## src/rtl/reg_file_sb.sv

```systemverilog
// reg_file_sb: integer register file x0..x(NREG-1) with a pending-write scoreboard.
// Write-back updates storage and clears the destination's busy bit; issue marks a
// destination busy. When issue and write-back hit the same register on one edge,
// the mark wins, because it is the newer pending write.
// Optional feature macro: REGFILE_WB_BYPASS_EN. It forwards write-back data and the
// busy clear onto the read ports in the same cycle, so reads are write-first.
module reg_file_sb #(
   parameter int XLEN = 32,
   parameter int NREG = 32,
   parameter int AW   = 5
) (
   input  logic            clk,
   input  logic            rst_n,
   input  logic            wb_we,
   input  logic [AW-1:0]   wb_rd,
   input  logic [XLEN-1:0] wb_data,
   input  logic [AW-1:0]   rs1_addr,
   input  logic [AW-1:0]   rs2_addr,
   output logic [XLEN-1:0] rs1_data,
   output logic [XLEN-1:0] rs2_data,
   output logic            rs1_busy,
   output logic            rs2_busy,
   input  logic            mark_we,
   input  logic [AW-1:0]   mark_rd,
   output logic            busy_any
);

   // The address width must cover exactly NREG registers.
   if (AW != $clog2(NREG)) begin : g_bad_aw
      $error("reg_file_sb: AW must equal clog2(NREG)");
   end

   logic [XLEN-1:0] regs [NREG];
   logic [NREG-1:0] busy;
   logic [NREG-1:0] busy_next;
   logic            wb_hit;
   logic            mark_hit;

   assign wb_hit   = wb_we && (wb_rd != '0);
   assign mark_hit = mark_we && (mark_rd != '0);

   // Storage: capture write-back data; x0 is never written.
   always_ff @(posedge clk or negedge rst_n) begin
      if (!rst_n) begin
         // NOTE: this array is reset on purpose, because every register must read 0 after reset.
         // That prevents the storage from mapping onto a RAM macro. The file is small enough for flops.
         for (int i = 0; i < NREG; i++) begin
            regs[i] <= '0;
         end
      end else if (wb_hit) begin
         // NOTE: sequential state uses non-blocking assignments. Other processes that sample
         // this register on the same edge then see the pre-edge value.
         regs[wb_rd] <= wb_data;
      end
   end

   // Scoreboard next state: the clear is applied first, then the set, so the mark wins.
   always_comb begin
      // NOTE: this default is assigned before any branch. Otherwise the paths that do not
      // write busy_next would infer a latch.
      busy_next = busy;
      if (wb_hit) begin
         busy_next[wb_rd] = 1'b0;
      end
      if (mark_hit) begin
         busy_next[mark_rd] = 1'b1;
      end
      busy_next[0] = 1'b0;
   end

   // Scoreboard register.
   always_ff @(posedge clk or negedge rst_n) begin
      if (!rst_n) begin
         busy <= '0;
      end else begin
         busy <= busy_next;
      end
   end

   // Read port 1: combinational lookup. Address 0 is forced to zero.
   always_comb begin
      rs1_data = '0;
      rs1_busy = 1'b0;
      if (rs1_addr != '0) begin
         rs1_data = regs[rs1_addr];
         rs1_busy = busy[rs1_addr];
`ifdef REGFILE_WB_BYPASS_EN
         // The bypass is gated with rst_n, so the port still reads 0 while reset is held.
         if (rst_n && wb_hit && (rs1_addr == wb_rd)) begin
            rs1_data = wb_data;
            rs1_busy = mark_hit && (mark_rd == wb_rd);
         end
`endif
      end
   end

   // Read port 2: identical to port 1.
   always_comb begin
      rs2_data = '0;
      rs2_busy = 1'b0;
      if (rs2_addr != '0) begin
         rs2_data = regs[rs2_addr];
         rs2_busy = busy[rs2_addr];
`ifdef REGFILE_WB_BYPASS_EN
         if (rst_n && wb_hit && (rs2_addr == wb_rd)) begin
            rs2_data = wb_data;
            rs2_busy = mark_hit && (mark_rd == wb_rd);
         end
`endif
      end
   end

   // Drain indicator: any register has a pending write. busy[0] is always 0.
   assign busy_any = |busy[NREG-1:1];

endmodule

```

## config.mk

```make
export PLATFORM = sky130hd
export DESIGN_NAME = reg_file_sb
export DESIGN_NICKNAME = d
export VERILOG_FILES = /design/src/rtl/reg_file_sb.sv
export SDC_FILE = /design/constraint.sdc
export NUM_CORES = 2
export LEC_CHECK = 0
export BUFFER_PORTS_ARGS = -buffer_cell sky130_fd_sc_hd__buf_2
export CELL_PAD_IN_SITES_DETAIL_PLACEMENT = 0
export CELL_PAD_IN_SITES_GLOBAL_PLACEMENT = 2
export CORE_MARGIN = 1
export CORE_UTILIZATION = 35
export DETAILED_ROUTE_END_ITERATION = 6
export PLACE_DENSITY = 0.67
export SKIP_LAST_GASP = 1
export SYNTH_ARGS = -nofsm -noshare
export SYNTH_HDL_FRONTEND = slang
export SYNTH_SLANG_ARGS = --single-unit
```

## constraint.sdc

```tcl
create_clock -name clk -period 2.01 [get_ports clk]
set_clock_uncertainty 0.1 [all_clocks]
set_input_delay 0.1005 -clock clk [delete_from_list [all_inputs] [get_ports clk]]
set_output_delay 0.1005 -clock clk [all_outputs]
set_load 0.005 [all_outputs]
```

Word level (Yosys, flattened, before mapping) --
Index checks and enable logic that the tools add are counted.
Cells by class: order comparisons 10, muxes and demuxes 23, bitwise gates (word level) 6, reduce and logical (&&, ||, !) cells 10
Operators by type and width (number):
- $bwmux 1024 | 1
- $bmux 32 s5 | 2
- $mux 32 | 9
- $demux 32 s5 | 1
- $and 32x32->32 | 1
- $not 32->32 | 1
- $or 32x32->32 | 1
- $reduce_or 31->1 | 1
- $lt 5x6->1 const B | 4
- $reduce_bool 5->1 | 4
- $ge 6x6->1 const B | 3
- $not 5->6 | 3
- $bmux 1 s5 | 2
- $demux 1 s5 | 2
- $ge 5x1->1 const B | 2
- $lt 6x1->1 const B | 1
- $mux 1 | 6
- $logic_and 1x1->1 | 5
Storage, ports and cells: bits in registers 1055, input bits 56, output and inout port bits 67, word-level logic and storage cells 82

Logic depth before layout (Yosys ltp) --
depth in word-level cells 9, gate-level depth with buffers 8, mapped depth without buffers 4

Worst setup path before layout --
No wires, ideal clock.
path type in2out, from in rs1_addr[1], to out rs1_data[27], data arrival time 1382 ps, data required time 1809 ps, setup slack 428 ps, stages 6, path buffers 3, cells stage by stage buf_6 -> buf_6 -> buf_4 -> mux4_1 -> o21ai_1 -> a311oi_1
Between the ends: longest elaborated chain between the ends 5, elaborated cells between the ends (all ways) 6, those cells by class mux (4); bitwise (1); reduce/logical (1)
RTL lines:
- start: declaration | line 17 | input logic [AW-1:0] rs1_addr,
- $not 5->6 (implied by the code) | line 85 | rs1_data = regs[rs1_addr];
- $bmux 32 s5 | line 85
- $mux 32 (implied by the code) (2 in series) | line 85
- $mux 32 * | line 84 | if (rs1_addr != '0) begin
- end: declaration | line 19 | output logic [XLEN-1:0] rs1_data,
Every way passes the cells marked *; elsewhere a longest branch is shown, timed or not. The select of a mux whose other input is x is not followed.

Worst setup path in the final report --
from reg regs[435] in the netlist's numbering, to out rs2_data[19]
Between the ends: longest elaborated chain between the ends 4
RTL lines:
- start: declaration | line 33 | logic [XLEN-1:0] regs [NREG];
- start signal: indexed assignment | line 53 | regs[wb_rd] <= wb_data;
- $bmux 32 s5 | line 102 | rs2_data = regs[rs2_addr];
- $mux 32 (implied by the code) (2 in series) | line 102
- $mux 32 | line 101 | if (rs2_addr != '0) begin
- end: declaration | line 20 | output logic [XLEN-1:0] rs2_data,
Every way passes these cells. The select of a mux whose other input is x is not followed.

==> results by group <==
Status
  – Status: complete, but fails checks
  – Failing checks: DRC, setup timing

Floorplanning
  – Die Width: 407 um
  – Core Region: 0.163 sq mm
  – Die Ht: 407 um
  – Initial Util: 35.3%
  – Site row count: 148
  – Die area: 0.166 sq mm
  – Top Ports: 123

Clock network
  – Bufs on Longest Clock Path: 3
  – Clk root buf: clkbuf_16
  – Clk_lat worst skew: 0.76 ns
  – CTS tree: yes
  – CTS sink count: 1055
  – Clk pin slew, worst setup/hold paths: 0.06 ns
  – TritonCTS buffer count: 119
  – Depth of the CTS H-tree: 3

Worst setup path
  – Worst setup path category: reg -> out
  – Reg2Reg Launch Point: busy[28]
  – Worst R2R Setup Slack: 0.51 ns
  – Worst-path fanout max: 3
  – Reg2reg end: busy[28]
  – CP endpoint kind: output port
  – CP required: 1.81 ns
  – Worst R2R Path Depth: 4
  – Worst EP arrival: 2.55 ns
  – Startpoint Class: flop

Global route
  – Initial antenna violation count: 9
  – First-pass GRT wire length: 307000 um
  – Total GRT Usage: 26.0%
  – Vias in the first global route: 39796
  – Overflow after GRT: 0
  – Largest net degree at the start of global routing: 79

Worst hold path
  – Worst hold path cell count: 5
  – Hold crit path type: in -> reg
  – Hold Path Sink: regs[64]
  – Min-delay src: wb_rd[1]

STA
  – Final WS setup: -0.740 ns
  – RSZ-0062 raised after global routing: true
  – Final setup viols: 67
  – Hold Fails Final Rpt: 0
  – Slew at the pin with the worst max-slew slack: 0.689 ns
  – F_max: 0.364 GHz
  – Fin crit period: 2.75 ns
  – Worst slew margin: 54.1%
  – Tcrit/Tclk final: 137%
  – Fin. max-slew vios: 0
  – Worst hold slack: 0.0646 ns

Synthesis
  – Number of synthesized register bits: 1055
  – Sequential cell area fraction in the yosys report: 46.0%
  – Syn Inst Count: 3777
  – Post-Syn Area: 0.0574 sq mm
  – Post-synth net total: 3833
  – Unique masters post-synth: 55
  – Most used standard cell by instance count after synthesis: dfrtp_1
  – Async SR Flop Fraction: 100%
  – Area contributors post-synth: dfrtp_1 (46%), mux2_2 (20%), mux4_2 (13%), mux4_1 (5.8%), mux2i_1 (2.3%)
  – Ys Warns: 0
  – Top-area cell type share of the netlist area: 46.0%
  – EDFF count, synth: 0
  – Synth area leader: dfrtp_1
  – Ys flop type: dfrtp_1
  – Post-synth top cells: dfrtp_1 (1055), mux2_2 (999), mux4_2 (333)
  – Mean Syn Cell Area: 15.2 sq um

Power
  – IR drop worst, VDD: 0.000720 V
  – Tot Pwr: 66.2 mW
  – Power per cell area: 937 mW/mm^2
  – LEAKAGE: 30.6 nW

Final layout
  – Area growth syn-to-layout: 23.0%
  – Nets: 4250
  – Share of cells above drive strength 1: 61.2%

Route
  – Drt first pass iters: 7
  – # DRC: 3
  – Via/cell ratio: 5.96
  – Via count: 38576
  – Post-DRT Antenna Nets: 0
  – Routed length per instance: 33.1 um
  – Initial DRC count: 3263
  – Routed WL: 215000 um

Place
  – Place WS: -0.692 ns
  – IO buf count: 122
  – Gpl congestion: 0.838
  – Final HPWL DP: 140000 um

Flow run
  – Max cap viols: 0
## placed cells by master (no fill, tap or decap), types with 14 or more instances in the layout
master,count
a221oi_2,44
dlygate4sd3_1,50
a211oi_2,54
mux4_1,15
clkbuf_16,121
mux2_4,45
mux2_1,61
dfrtp_1,1055
clkbuf_8,30
buf_2,96
o21ai_4,14
clkinv_2,21
mux2_2,954
a311oi_2,36
o21ai_1,46
nor2b_1,56
mux2i_1,131
o21ai_2,53
a311oi_1,17
buf_4,404
nor2b_4,17
buf_6,24
mux4_2,445
buf_12,162
nand2_1,43
a22oi_1,54
clkbuf_1,28
## per-stage QoR
stage | setup TNS [ns] | area [sq um] | utilization, % | std cells
5_1_grt | -42.82 | 70700 | 43.4 | 6471
3_3_place_gp | -19.57 | 64800 | 39.8 | 6183
2_1_floorplan | 0 | 57400 | - | 3777
6_report | -38.48 | 70700 | 43.4 | 6473
3_5_place_dp | -19.90 | 64800 | 39.8 | 6183
4_1_cts | -43.03 | 69800 | 42.9 | 6448
## cell type report
| cell class | instances | area [sq um] |
|---|---|---|
| Antenna cell | 5 | 12.5 |
| Clock buffer | 179 | 3550 |
| Clock inverter | 41 | 504 |
| Fill cell | 14644 | 92100 |
| Inverter | 15 | 61.3 |
| Multi-Input combinational cell | 2262 | 29800 |
| Sequential cell | 1055 | 26400 |
| Tap cell | 2175 | 2720 |
| Timing Repair Buffer | 741 | 7600 |
## power by group
| group | leakage [nW] | internal, mW | switching [mW] |
|---|---|---|---|
| combinational | 15.1 | 8.90 | 6.01 |
| clock | 2.00 | 13.3 | 9.56 |
| sequential | 13.5 | 25.3 | 3.13 |
| total | 30.6 | 47.5 | 18.7 |
## how the worst max path moves through the flow
| stage | end | slack [ns] | start |
|---|---|---|---|
| final | rs2_data[19] | -0.74 | regs[435] |
| after global routing | rs2_data[19] | -0.80 | regs[435] |
| after CTS | rs2_data[9] | -0.79 | regs[681] |
| after detailed placement | rs2_data[19] | -0.69 | rs2_addr[1] |
| after global placement | rs2_data[19] | -0.68 | rs2_addr[1] |
| after floorplan | rs1_data[27] | 0.43 | rs1_addr[1] |
## worst max-delay path: stages, from the launching register on
cell and delay, ns:
dfrtp_1 0.37, mux2i_1 0.10, a221oi_2 0.29, o21ai_2 0.12, a311oi_4 0.66, buf_2 0.23
## registers in the layout (all words and copies together) (netlist names)
register,cells
regs,1024
busy,31
## logic make-up after synthesis
group,after synthesis,synth area share (%)
multiplexers,1651,41.9
flip-flops,1055,46.0
buffers and inverters,460,4.42
AO/OA/AOI/OAI,413,5.67
AND/OR/NAND/NOR,198,2.01
## routing by layer
| layer | track usage, % | share of wire, % | vias to the layer above | routed length, um |
|---|---|---|---|---|
| met5 | 0 | 0 | - | 0 |
| met4 | 8.51 | 3.1 | 0 | 6660 |
| met3 | 4.40 | 6.1 | 317 | 13100 |
| met2 | 41.1 | 47 | 1358 | 101000 |
| met1 | 36.3 | 44 | 21307 | 94100 |
| li1 | - | - | 15594 | - |
## what timing repair did
action | 4_1_cts | 5_1_grt
hold buffers | 51 | 0
cloned | 0 | 0
pin swaps | 40 | 60
gates resized for setup | 297 | 195
hold endpoints to repair | 2078 | 0
buffers inserted | 13 | 30
endpoints found under the setup margin | 67 | 68
(Power assumes the default switching activity.)
